File: src/rtl/key_action_ctrl_pkg.sv
// Shared definitions for the keyboard path: key bit positions, direction codes
// and the small enums used by the action controller and its event latches.
package key_action_ctrl_pkg;

    localparam int KEY_SPACE = 5;
    localparam int KEY_R     = 4;
    localparam int KEY_W     = 3;
    localparam int KEY_S     = 2;
    localparam int KEY_A     = 1;
    localparam int KEY_D     = 0;

    localparam logic [1:0] DIR_NONE  = 2'b00;
    localparam logic [1:0] DIR_RIGHT = 2'b01;
    localparam logic [1:0] DIR_LEFT  = 2'b10;

    typedef enum logic [1:0] {
        LAST_NONE  = 2'b00,
        LAST_LEFT  = 2'b01,
        LAST_RIGHT = 2'b10
    } last_dir_e;

    typedef enum logic {
        EDGE_RISE = 1'b0,
        EDGE_FALL = 1'b1
    } edge_sel_e;

    // A single held key wins outright; with both held the most recent press decides.
    function automatic logic [1:0] resolve_dir(input logic a_held, input logic d_held,
                                               input last_dir_e last);
        logic [1:0] dir;
        dir = DIR_NONE;
        if (a_held && !d_held) begin
            dir = DIR_LEFT;
        end else if (d_held && !a_held) begin
            dir = DIR_RIGHT;
        end else if (a_held && d_held) begin
            if (last == LAST_LEFT) begin
                dir = DIR_LEFT;
            end else if (last == LAST_RIGHT) begin
                dir = DIR_RIGHT;
            end
        end
        return dir;
    endfunction

endpackage

File: src/rtl/key_action_ctrl_evt_latch.sv
// Edge detector with a sticky pending bit; the pending output already folds in
// an edge from the current cycle so a consumer sampling now does not miss it.
module key_evt_latch
    import key_action_ctrl_pkg::*;
#(
    parameter edge_sel_e EDGE_SEL = EDGE_RISE
) (
    input  logic clk,
    input  logic rst,
    input  logic lvl,
    input  logic consume,
    output logic evt,
    output logic pend
);

    logic lvl_q;
    logic lvl_d;
    logic pend_q;
    logic pend_d;

    always_comb begin
        lvl_d  = lvl;
        evt    = (EDGE_SEL == EDGE_RISE) ? (lvl & ~lvl_q) : (~lvl & lvl_q);
        pend   = pend_q | evt;
        pend_d = consume ? 1'b0 : pend;
    end

    always_ff @(posedge clk) begin
        if (rst) begin
            lvl_q  <= 1'b0;
            pend_q <= 1'b0;
        end else begin
            lvl_q  <= lvl_d;
            pend_q <= pend_d;
        end
    end

endmodule

File: src/rtl/key_action_ctrl.sv
// Converts raw key levels into per-frame action flags for the game logic.
// All flags are registered on frame_tick and held until the next tick.
module key_action_ctrl
    import key_action_ctrl_pkg::*;
#(
    parameter int REPEAT_DELAY   = 20,
    parameter int REPEAT_PERIOD  = 4,
    parameter int RESTART_FRAMES = 30,
    parameter int CNT_W          = 8
) (
    input  logic       clk,
    input  logic       rst,
    input  logic [5:0] keys,
    input  logic       frame_tick,
    output logic       upd,
    output logic [1:0] dir,
    output logic       jump_start,
    output logic       jump_hold,
    output logic       jump_release,
    output logic       shoot,
    output logic       restart
);

    localparam logic [CNT_W-1:0] DELAY_C   = CNT_W'(REPEAT_DELAY);
    localparam logic [CNT_W-1:0] PERIOD_C  = CNT_W'(REPEAT_PERIOD);
    localparam logic [CNT_W-1:0] RESTART_C = CNT_W'(RESTART_FRAMES);
    localparam logic [CNT_W-1:0] ONE_C     = CNT_W'(1);

    logic j_lvl;
    logic jp_evt;
    logic jr_evt;
    logic sp_evt;
    logic a_rise;
    logic d_rise;
    logic jr_consume;
    logic unused_jp_edge;
    logic unused_jr_edge;
    logic unused_sp_edge;
    logic unused_a_pend;
    logic unused_d_pend;

    assign j_lvl = keys[KEY_SPACE] | keys[KEY_W];

    // A release is only delivered on a tick that is not already delivering a start.
    assign jr_consume = frame_tick & ~jp_evt;

    key_evt_latch #(.EDGE_SEL(EDGE_RISE)) u_jump_rise (
        .clk     (clk),
        .rst     (rst),
        .lvl     (j_lvl),
        .consume (frame_tick),
        .evt     (unused_jp_edge),
        .pend    (jp_evt)
    );

    key_evt_latch #(.EDGE_SEL(EDGE_FALL)) u_jump_fall (
        .clk     (clk),
        .rst     (rst),
        .lvl     (j_lvl),
        .consume (jr_consume),
        .evt     (unused_jr_edge),
        .pend    (jr_evt)
    );

    key_evt_latch #(.EDGE_SEL(EDGE_RISE)) u_shoot_rise (
        .clk     (clk),
        .rst     (rst),
        .lvl     (keys[KEY_S]),
        .consume (frame_tick),
        .evt     (unused_sp_edge),
        .pend    (sp_evt)
    );

    key_evt_latch #(.EDGE_SEL(EDGE_RISE)) u_left_rise (
        .clk     (clk),
        .rst     (rst),
        .lvl     (keys[KEY_A]),
        .consume (1'b1),
        .evt     (a_rise),
        .pend    (unused_a_pend)
    );

    key_evt_latch #(.EDGE_SEL(EDGE_RISE)) u_right_rise (
        .clk     (clk),
        .rst     (rst),
        .lvl     (keys[KEY_D]),
        .consume (1'b1),
        .evt     (d_rise),
        .pend    (unused_d_pend)
    );

    last_dir_e        last_q, last_d;
    logic             upd_q, upd_d;
    logic [1:0]       dir_q, dir_d;
    logic             jump_start_q, jump_start_d;
    logic             jump_hold_q, jump_hold_d;
    logic             jump_release_q, jump_release_d;
    logic             shoot_q, shoot_d;
    logic             restart_q, restart_d;
    logic [CNT_W-1:0] rep_cnt_q, rep_cnt_d;
    logic [CNT_W-1:0] hold_cnt_q, hold_cnt_d;

    always_comb begin
        last_d         = last_q;
        upd_d          = frame_tick;
        dir_d          = dir_q;
        jump_start_d   = jump_start_q;
        jump_hold_d    = jump_hold_q;
        jump_release_d = jump_release_q;
        shoot_d        = shoot_q;
        restart_d      = restart_q;
        rep_cnt_d      = rep_cnt_q;
        hold_cnt_d     = hold_cnt_q;

        // Simultaneous A and D presses give no ordering information.
        if (a_rise && !d_rise) begin
            last_d = LAST_LEFT;
        end else if (d_rise && !a_rise) begin
            last_d = LAST_RIGHT;
        end

        if (frame_tick) begin
            jump_start_d   = 1'b0;
            jump_release_d = 1'b0;
            if (jp_evt) begin
                jump_start_d = 1'b1;
            end else if (jr_evt) begin
                jump_release_d = 1'b1;
            end
            jump_hold_d = j_lvl;

            dir_d = resolve_dir(keys[KEY_A], keys[KEY_D], last_d);

            shoot_d = 1'b0;
            if (sp_evt) begin
                shoot_d   = 1'b1;
                rep_cnt_d = DELAY_C;
            end else if (keys[KEY_S] && (rep_cnt_q != '0)) begin
                rep_cnt_d = rep_cnt_q - ONE_C;
                if (rep_cnt_q == ONE_C) begin
                    shoot_d   = 1'b1;
                    rep_cnt_d = PERIOD_C;
                end
            end
            if (!keys[KEY_S]) begin
                rep_cnt_d = '0;
            end

            restart_d = 1'b0;
            if (keys[KEY_R]) begin
                if (hold_cnt_q < RESTART_C) begin
                    hold_cnt_d = hold_cnt_q + ONE_C;
                    restart_d  = ((hold_cnt_q + ONE_C) == RESTART_C);
                end
            end else begin
                hold_cnt_d = '0;
            end
        end
    end

    always_ff @(posedge clk) begin
        if (rst) begin
            last_q         <= LAST_NONE;
            upd_q          <= 1'b0;
            dir_q          <= DIR_NONE;
            jump_start_q   <= 1'b0;
            jump_hold_q    <= 1'b0;
            jump_release_q <= 1'b0;
            shoot_q        <= 1'b0;
            restart_q      <= 1'b0;
            rep_cnt_q      <= '0;
            hold_cnt_q     <= '0;
        end else begin
            last_q         <= last_d;
            upd_q          <= upd_d;
            dir_q          <= dir_d;
            jump_start_q   <= jump_start_d;
            jump_hold_q    <= jump_hold_d;
            jump_release_q <= jump_release_d;
            shoot_q        <= shoot_d;
            restart_q      <= restart_d;
            rep_cnt_q      <= rep_cnt_d;
            hold_cnt_q     <= hold_cnt_d;
        end
    end

    assign upd          = upd_q;
    assign dir          = dir_q;
    assign jump_start   = jump_start_q;
    assign jump_hold    = jump_hold_q;
    assign jump_release = jump_release_q;
    assign shoot        = shoot_q;
    assign restart      = restart_q;

endmodule

File: config.mk
export PLATFORM = sky130hd
export DESIGN_NAME = key_action_ctrl
export DESIGN_NICKNAME = d
export VERILOG_FILES = /design/src/rtl/key_action_ctrl_pkg.sv /design/src/rtl/key_action_ctrl_evt_latch.sv /design/src/rtl/key_action_ctrl.sv
export SDC_FILE = /design/constraint.sdc
export NUM_CORES = 1
export LEC_CHECK = 0
export ABC_AREA = 1
export BUFFER_PORTS_ARGS = -buffer_cell sky130_fd_sc_hd__buf_4
export CAP_MARGIN = 20
export CORE_MARGIN = 2
export CORE_UTILIZATION = 35
export CTS_CLUSTER_SIZE = 24
export DETAILED_ROUTE_END_ITERATION = 6
export HOLD_SLACK_MARGIN = 0.15
export PLACE_DENSITY = 0.59
export SYNTH_ARGS = -nofsm -noshare
export SYNTH_HDL_FRONTEND = slang
export SYNTH_SLANG_ARGS = --single-unit
export TNS_END_PERCENT = 1
File: constraint.sdc
create_clock -name clk -period 1.7 [get_ports clk]
set_input_delay 0.085 -clock clk [delete_from_list [all_inputs] [get_ports clk]]
set_output_delay 0.085 -clock clk [all_outputs]
set_load 0.01 [all_outputs]
# ---- Word-level counts from Yosys, hierarchy flattened
# Index checks and enable logic that the tools add are counted.
dict set report totals {
  word_cells 78
  inputBits 9
  out_inout_bits 8
  register_bits 33
}
dict set report classes {
  n_reduce_logical 15
  muxes 21
  order_cmp 1
  bitwise 16
  n_eq_ne 6
  n_addsub 2
}
# operator count
set op_table {}
lappend op_table {{$mux 8} 6}
lappend op_table {{$mux 2} 6}
lappend op_table {{$mux 1} 9}
lappend op_table {{$add 8x1->8 const B} 1}
lappend op_table {{$eq 8x1->1 const B} 1}
lappend op_table {{$eq 8x5->1 const B} 1}
lappend op_table {{$lt 8x5->1 const B} 1}
lappend op_table {{$reduce_bool 8->1} 1}
lappend op_table {{$sub 8x1->8 const B} 1}
lappend op_table {{$and 1x1->1} 6}
lappend op_table {{$logic_and 1x1->1} 6}
lappend op_table {{$not 1->1} 6}
lappend op_table {{$logic_not 1->1} 4}
lappend op_table {{$or 1x1->1} 4}
lappend op_table {{$reduce_and 2->1} 2}
lappend op_table {{$reduce_or 2->1} 2}
lappend op_table {{$ne 3x1->1 const B} 1}
lappend op_table {{$eq 2x1->1 const B} 1}
lappend op_table {{$eq 2x2->1 const B} 1}
lappend op_table {{$ne 2x1->1 const B} 1}

# ---- Logic depth before layout (Yosys ltp)
# Gate-level depths: netlist of the first run.
dict set report depth {
  ltp_word 12
  mapped_depth 10
  mapped_depth_nobuf 10
}

# ---- Cells and area by module
# A second synthesis of the first run with hierarchy kept.
dict set report unflattened {
  cells_unflattened 242
  hier_area_um2 1749.2
}
# mod cells_each seq_area_each_um2 instances area_per_inst_um2
set modules_own_cells {}
lappend modules_own_cells {key_action_ctrl 178 520.5 1 1308.8}
lappend modules_own_cells {{key_evt_latch at u_jump_rise ...} 13 40.0 4 88.8}
lappend modules_own_cells {{key_evt_latch at u_jump_fall} 12 40.0 1 85.1}

# ---- Worst setup path before layout of the first run
# No wires, ideal clock.
dict set report synth_path {
  kind {flip-flop to flip-flop}
  startpoint {register rep_cnt_q[0]}
  endpoint {register rep_cnt_q[7]}
  path_buffers 0
  period_less_slack_ns 1.277
  slack_ns 0.423
  stages_incl_launch_ff 11
  required_ns 1.585
  arrival_time_ns 1.162
  setup_time_ns 0.115
  cell_sequence {dfxtp_1 -> inv_1 -> ha_1 -> inv_2 -> nor2_4 -> nand3_4 -> nand3_2 -> nor2_2 -> nand3_1 -> nand2_1 -> nor2_1}
}
dict set report synth_via {
  elab_chain_len 5
  elab_cells_between_ends 10
  cone_classes {add/sub: 1; eq/ne: 2; mux: 4; reduce/logical: 3}
}
# element line
set synth_rtl {}
lappend synth_rtl {{start, declared} key_action_ctrl.sv:100} ;# logic [CNT_W-1:0] rep_cnt_q, rep_cnt_d;
lappend synth_rtl {{start signal, assigned} key_action_ctrl.sv:182} ;# rep_cnt_q <= rep_cnt_d;
lappend synth_rtl {{$sub 8x1->8 or $eq 8x1->1 (tied branches)} {key_action_ctrl.sv:139, key_action_ctrl.sv:140}}
lappend synth_rtl {{$mux 8} key_action_ctrl.sv:140} ;# if (rep_cnt_q == ONE_C) begin
lappend synth_rtl {{$mux 8} key_action_ctrl.sv:138} ;# end else if (keys[KEY_S] && (rep_cnt_q != '0)) begin
lappend synth_rtl {{$mux 8} key_action_ctrl.sv:135} ;# if (sp_evt) begin
lappend synth_rtl {{$mux 8} key_action_ctrl.sv:145} ;# if (!keys[KEY_S]) begin
# Several ways; a longest one is shown, not always the timed one. The select of a mux whose other input is x is not followed.
# A chain may end at the register's enable or synchronous reset.

# ---- Worst setup path in the final report of the first run
dict set report layout_path {
  startpoint {input port keys[5]}
  endpoint {register u_jump_fall.lvl_q}
}
dict set report layout_via {
  elab_chain_len 1
}
# element line
set layout_rtl {}
lappend layout_rtl {{start, declared} key_action_ctrl.sv:13} ;# input logic [5:0] keys,
lappend layout_rtl {{$or 1x1->1} key_action_ctrl.sv:42} ;# assign j_lvl = keys[KEY_SPACE] | keys[KEY_W];
lappend layout_rtl {{end signal, assigned} key_action_ctrl_evt_latch.sv:33} ;# lvl_q <= lvl_d;
lappend layout_rtl {{end, declared} key_action_ctrl_evt_latch.sv:16} ;# logic lvl_q;
# No other way between the ends.

==> results of run 1 <==
-- cell usage after synthesis, types with 4 or more instances --
cell,count
a21oi_1,12
dfxtp_1,33
ha_1,5
inv_1,17
inv_2,12
nand2_1,28
nand2_2,6
nand3_1,12
nor2_1,31
nor3_1,5
o21ai_0,4
o21ai_1,7
-- cell families (layout without fill, tap and decap cells) --
logic type                 after synthesis  after routing  synth area share [%]
buffers and inverters                   34             64                  8.94
xor gates and xnor gates                 4              4                  2.25
and+or+nand+nor                         95             95                  30.3
AOI/OAI and AO/OA                       30             30                  12.0
adders and majority gates                5              5                  4.03
DFF                                     33             33                  42.5
-- layout by cell type (no fill, tap or decap), types with 6 or more instances in the layout --
master         instances
o21ai_1                7
nand2_1               28
inv_1                 17
dfxtp_1               33
buf_4                 16
nand3_1               12
nand2_2                6
dlygate4sd3_1         10
nor2_1                31
a21oi_1               12
inv_2                 12
-- through the flow --
| step | power, mW | instances | cell area, µm² |
|---|---|---|---|
| 2_1_floorplan | 1.10 | 201 | 1550 |
| 3_3_place_gp | 1.18 | 267 | 1720 |
| 3_5_place_dp | 1.18 | 267 | 1720 |
| 4_1_cts | 1.74 | 283 | 1900 |
| 5_1_grt | 1.83 | 283 | 1900 |
| 6_report | 1.72 | 283 | 1900 |
-- sequential cells by signal, indices dropped and copies added (netlist names) --
name,flops
dir,2
hold_cnt_q,8
jump_hold,1
jump_release,1
jump_start,1
last_q,2
rep_cnt_q,8
restart,1
shoot,1
u_jump_fall.lvl_q,1
u_jump_fall.pend_q,1
u_jump_rise.pend_q,1
u_left_rise.lvl_q,1
u_right_rise.lvl_q,1
u_shoot_rise.lvl_q,1
u_shoot_rise.pend_q,1
upd,1
-- final timing paths --
path | from | to | slack [ns]
worst max register to register | rep_cnt_q[0] | rep_cnt_q[7] | 0.30
worst min register to register | hold_cnt_q[5] | hold_cnt_q[5] | 0.44
worst min-delay path | keys[3] | jump_hold | 0.20
worst max-delay path | keys[5] | u_jump_fall.lvl_q | 0.24
-- worst max-delay path, delay by kind of cell --
kind,cells,cell delay (ns)
buffers and inverters,3,1.28
AND/OR/NAND/NOR,2,0.27
-- final cells by class --
| class | instances | share of cell area, % |
|---|---|---|
| multi-input combinational | 134 | 39.7 |
| sequential | 33 | 34.8 |
| timing repair buffer | 26 | 11.6 |
| inverter | 32 | 6.53 |
| clock buffer | 5 | 3.63 |
| tap | 52 | 3.43 |
| clock inverter | 1 | 0.264 |
-- where the power goes --
group	total (mW)	leakage (nW)	switching [mW]	internal, mW
Clock	0.539	0.0399	0.270	0.269
Sequential	0.848	0.271	0.0307	0.817
Combinational	0.332	0.537	0.198	0.134
-- metal layers --
metal	up-vias	wire (µm)
li1	693	-
met1	607	1470
met2	17	1520
met3	5	112
met4	0	46
met5	-	0
-- timing repair --
| item | 4_1_cts | 5_1_grt |
|---|---|---|
| hold buffers | 10 | 0 |
| endpoints found under the hold margin | 13 | 0 |
| setup buffers | 0 | 0 |
==> results, run 1 <==
- The flow ran to the end, and the final reports show no timing, DRC or antenna violations.
- The leading area contributor after synthesis is dfxtp_1.
- Summed over all layers, the global routing overflow is 0.
- The routability-driven placement congestion ratio is 0.827.
- From left edge to right edge, the die measures 70.6 µm.
- The prevailing post-synth register cell is dfxtp_1.
- The net count of the finished layout is 246.
- Data on the critical path is required at its endpoint by 1.87 ns.
- The tree is rooted in a clkbuf_8.
- The average instance in the mapped netlist occupies 7.73 µm².
- The worst hold path belongs to the class in -> reg.
- The utilization of the core after routing is 43.9%.
- The slew at the pin closest to its max-slew limit is 0.280 ns.
- Across every metal layer, demand over resource in global routing totals 14.0%.
- The power per standard cell area is 906 nW/µm².
- The maximum resistive drop on vdd is 0.462 mV.
- The pin count of the biggest net entering global routing is 19.
- The count of vias placed by the detailed router is 1322.
- The clock tree from TritonCTS is done.
- The worst path needs 1.46 ns of the cycle, external delays included.
- The largest stage delay on the critical path is 0.61 ns.
- From synthesis to final layout, the design area changed by 22.1%.
- After the first detailed-routing iteration, the DRC count stood at 63.
- In the post-route analysis, the smallest setup slack over all paths is 0.243 ns.
- After detailed routing, the total wire length is 3140 µm.
- The cell count of the worst reg-to-reg path is 10.
- The later pin in the worst-skew pair is clocked with a latency of 0.28 ns.
- After synthesis the netlist holds a flip-flop and latch count of 33.
- The core area is 4320 µm².
- The count of cell types in the netlist is 32.
- The number of vias per cell after detailed routing is 4.67.
- The worst path uses 85.7% of the clock period.
- For met3 alone, demand over resource in global routing was 5.70%.
- The number of hold violations in the final report is 0.
- The final total negative setup slack is 0 ns.
- After clock tree synthesis, the clock-pin slew on the worst setup and hold paths is 0.06 ns.
- The worst-case headroom to the max-slew limit is 81.3%.
- In the routed design, unresolved DRC markers number 0.
- The initial core utilization is 35.9%.
- The floorplan has 24 rows.
- The launching element type of the critical path is an input port.
- By area the synthesized netlist is led by dfxtp_1, nor2_1, nand2_1, inv_1, ha_1.
- The detail route stage leaves a number of antenna-violating nets equal to 0.
- The met1 demand-to-capacity share in global routing is 16.7%.
- The final-report max-slew violation count is 0.
- The share of synthesized flip-flops with an asynchronous set or reset is 0%.
- The critical path endpoint category is a register.
- The initial antenna violation count is 0.
- The post-CTS resize count is 0.
- The ratio of cells with drive above 1 in the final layout is 24.2%.
- The top cell type's share of synthesized area is 42.5%.
- Data arrives at the worst endpoint at 1.63 ns.
- Setup violations remaining at the end of the flow were counted as 0.
- The longest clock path from root to sink contains 2 buffers.
- The yosys synthesis warning count is 0.
- Among all stages on the critical path, the largest delay is contributed by dlygate4sd3_1.
- The floorplan step defined a die boundary enclosing 4990 µm².
- In the final layout, the multi-input gates occupy 754 µm².
- In this run the number of H-tree levels came out at 2.
- The number of max-capacitance violations reported is 0.
- For this design the static power due to leakage is 0.847 nW.
- The estimated wirelength of the detail-placed design is 2230 µm.
- The final-layout fill cell count is 448.
- Yosys mapped a number of flops with a built-in enable equal to 0.
- The total clock sinks is 33.
- For this design the top-level I/O count stands at 17.
- In the global route stage, met2 resource usage came out at 23.0%.
- Along the worst hold path, the cell count comes to 5.
- Between clock sinks in the finished design, the worst skew comes to 0.00323 ns.
- The average wire length per cell after detail routing is 11.1 µm.
- Traced cell by cell, the critical path runs through dlygate4sd3_1, buf_4, nor2_1, dlygate4sd3_1, nor2_1.
- OpenSTA, run right after detailed placement, puts the worst setup slack at 0.334 ns.
- The critical path in this run is classified as in -> reg.
- Port buffering added 16 buffers.
- The cell area that synthesis handed to floorplanning was 1550 µm².
- The final worst hold slack is 0.201 ns.
- The count of antenna diodes in the layout is 0.
- The post-synth net total is 215.
- Along the worst path, the maximum fanout reaches 4.
- Registers take 661 µm².
- The TritonCTS buffer count is 5.
- In the synthesized netlist, the number of instances is 201.
- Setup repair after global routing left no endpoint under its margin.
- The detailed-routing iteration count for the pre-antenna-repair pass is 4.
- The sequential share of the synthesized area is 42.5%.
- In this run the vertical extent of the chip is 70.6 µm.
- The via count of the first global-routing pass is 1272.
- The first global-routing pass estimated 5480 µm of wire.
- The layer flagged by global routing as most heavily used is met2.
- The maximum clock frequency is 686 MHz.
Note: power is estimated with default switching activity, not from simulation.
==> run 2: changes to the inputs <==
PLACE_DENSITY = 0.51   (was 0.59)
==> run 2 against run 1 <==
Combinational power shrank 1%. Clock skew grew 0.0044 ns. Largest cell class unchanged. Design area grew 0.13%. Critical path type unchanged.
==> results, run 2 (synthesized netlist as in run 1, its figures left out) <==
- The flow ran to the end, and the final reports show no timing, DRC or antenna violations.
- The largest fanout of any net on the critical path is 4 (unchanged).
- The multi-input gate area in the final layout is 754 µm² (unchanged).
- The global-route total usage across every layer is 13.9% (-0.17 points).
- The worst-case headroom to the max-slew limit was 82.0% (+0.75 points).
- The net count of the finished layout is 245 (-0.41%).
- The count of antenna diodes in the layout is 0 (unchanged).
- The final worst-path cycle share is 82.7% (-3.0 points).
- The maximum resistive drop on vdd is 0.441 mV (-4.6%).
- The floorplan die height came to 70.6 µm (unchanged).
- The signed area change from the synthesized netlist to the final layout is 22.3%.
- The power per standard cell area is 934 nW/µm² (+3.1%).
- The number of vias per cell after detailed routing came to 4.58 (-2.0%).
- The pin count of the biggest net entering global routing is 19 (unchanged).
- The required time of the critical path is 1.87 ns (about the same).
- The cell total after placement is 267 (unchanged).
- The count of vias placed by the detailed router was 1295 (-2.0%).
- The buffer depth of the longest clock path is 2 (unchanged).
- The number of cell rows is 24 (unchanged).
- The later-pin clock latency in the skew report came to 0.28 ns (about the same).
- The number of max-capacitance violations reported is 0 (unchanged).
- The routability-driven placement congestion ratio is 0.751 (-9.2%).
- The area enclosed by the die boundary is 4990 µm² (unchanged).
- Setup repair after global routing left no endpoint under its margin.
- The final worst hold slack is 0.182 ns (-0.0196 ns).
- The final-layout fill cell count is 455 (+1.6%).
- The port buffer count is 16 (unchanged).
- The width of the chip was 70.6 µm (unchanged).
- The final-report max-slew violation count was 0 (unchanged).
- The minimum setup slack after placement came to 0.330 ns (-0.00451 ns).
- The cell sitting at the root of the clock tree is a clkbuf_8.
- The static leakage power is 0.846 nW (-0.13%).
- The TritonCTS buffer count is 5 (unchanged).
- Leaving out fill and tap cells, the most frequent cells in the layout are dfxtp_1, nor2_1, nand2_1.
- The launching element type of the critical path is an input port.
- The clock skew is 0.00765 ns (+0.00442 ns).
- The total I/O pin count was 17 (unchanged).
- The overall routed net length is 3050 µm (-3.1%).
- The number of hold violations in the final report is 0 (unchanged).
- The ratio of cells with drive above 1 in the final layout is 24.2% (unchanged).
- The final-report setup violation count is 0 (unchanged).
- The area taken by flip-flops and latches was 661 µm² (unchanged).
- The CTS clock-pin slew for the worst setup and hold paths is 0.06 ns (about the same).
- The first-pass GRT wire length is 5480 µm (unchanged).
- The post-CTS resize count is 0 (unchanged).
- The path type of the worst setup path is in -> reg.
- The core area is 4320 µm² (unchanged).
- The detailed-routing iteration count for the pre-antenna-repair pass is 3 (-1).
- The antenna violation net count after detailed routing is 0 (unchanged).
- The library cell used most frequently in the layout, excluding fill and tap cells, is dfxtp_1.
- The H-tree depth reported by CTS came to 2 (unchanged).
- The slew at the pin closest to its max-slew limit is 0.268 ns (-0.0122 ns).
- The total congestion overflow after global routing is 0 (unchanged).
- The minimum setup slack in the final design was 0.294 ns (+0.0512 ns).
- The DRC violation count after routing is 0 (unchanged).
- The maximum clock frequency is 711 MHz (+3.6%).
- The arrival time of the worst setup path is 1.57 ns (-0.06 ns).
- The clock period minus worst slack was 1.41 ns (-0.0512 ns).
- The worst setup path is captured at a register.
- The initial antenna violation count is 0 (unchanged).
- The initial core utilization is 35.9% (unchanged).
- The average wire length per cell after detail routing is 10.8 µm (-3.1%).
- The total clock sinks is 33 (unchanged).
- TritonCTS built the clock tree.
- The min-delay analysis places its worst path in the category in -> reg.
- The final total negative setup slack came to 0 ns (unchanged).
- The estimated wirelength of the detail-placed design was 2200 µm (-1.4%).
- The number of standard cells in the layout, taps in and fillers out was 283 (unchanged).
- The via count of the first global-routing pass came to 1281 (+0.71%).
- In the final layout, the registers with the most flip-flops are hold_cnt_q: 8 flops, rep_cnt_q: 8 flops.
- The number of DRC violations after detailed-routing iteration 0 is 13 (-79%).
run 2: cell types whose count changed in the layout (fill, tap and decap cells not counted):
cell,delta
clkinv_2,-1
clkbuf_1,+1
clkbuf_8,+1
dlygate4sd3_1,-1
run 2: final timing paths:
path	start	cells past startpoint	endpoint	slack (ns)
worst max register to register	rep_cnt_q[0]	10	rep_cnt_q[7]	0.33
worst max-delay path	keys[5]	5	u_jump_fall.lvl_q	0.29
worst min-delay path	keys[3]	5	jump_hold	0.18
worst min register to register	hold_cnt_q[6]	2	hold_cnt_q[6]	0.44
run 2: where the power goes:
part / leakage [nW] / switching, mW / internal [mW]
Clock: 0.0443 / 0.278 / 0.321
Combinational: 0.531 / 0.196 / 0.132
Sequential: 0.271 / 0.0308 / 0.817
Total: 0.846 / 0.505 / 1.27
run 2: metal layers:
layer	global-route usage, %	share of wire (%)	up-vias
met4	5.66	1.7	0
met2	22.7	46	14
met1	17.0	49	579
li1	-	-	697
met3	4.27	3.2	5
met5	0	0	-
run 2: final cells by class:
cell class,count,area share [%]
inverters,32,6.52
repair buffers,25,11.1
clock buffers,7,4.54
multi-input cells,134,39.7
flip-flops and latches,33,34.8
well taps,52,3.42
run 2: stage by stage:
step	cell area [µm²]	util, %	total power [mW]
final	1900	44.0	1.78
after global routing	1900	44.0	1.87
after CTS	1900	44.0	1.80
after detailed placement	1720	39.9	1.18
after global placement	1720	39.9	1.18
after floorplan	1550	-	1.10
run 2: worst max-delay path, stage by stage:
cell	delay [ns]
dlygate4sd3_1	0.53
buf_4	0.13
nor2_1	0.20
dlygate4sd3_1	0.59
nor2_1	0.04
run 2: repair_timing:
action / CTS / global route
endpoints found under the hold margin: 17 / 0
hold buffers: 9 / 0
setup buffers: 0 / 0
endpoints found under the setup margin: 0 / 0
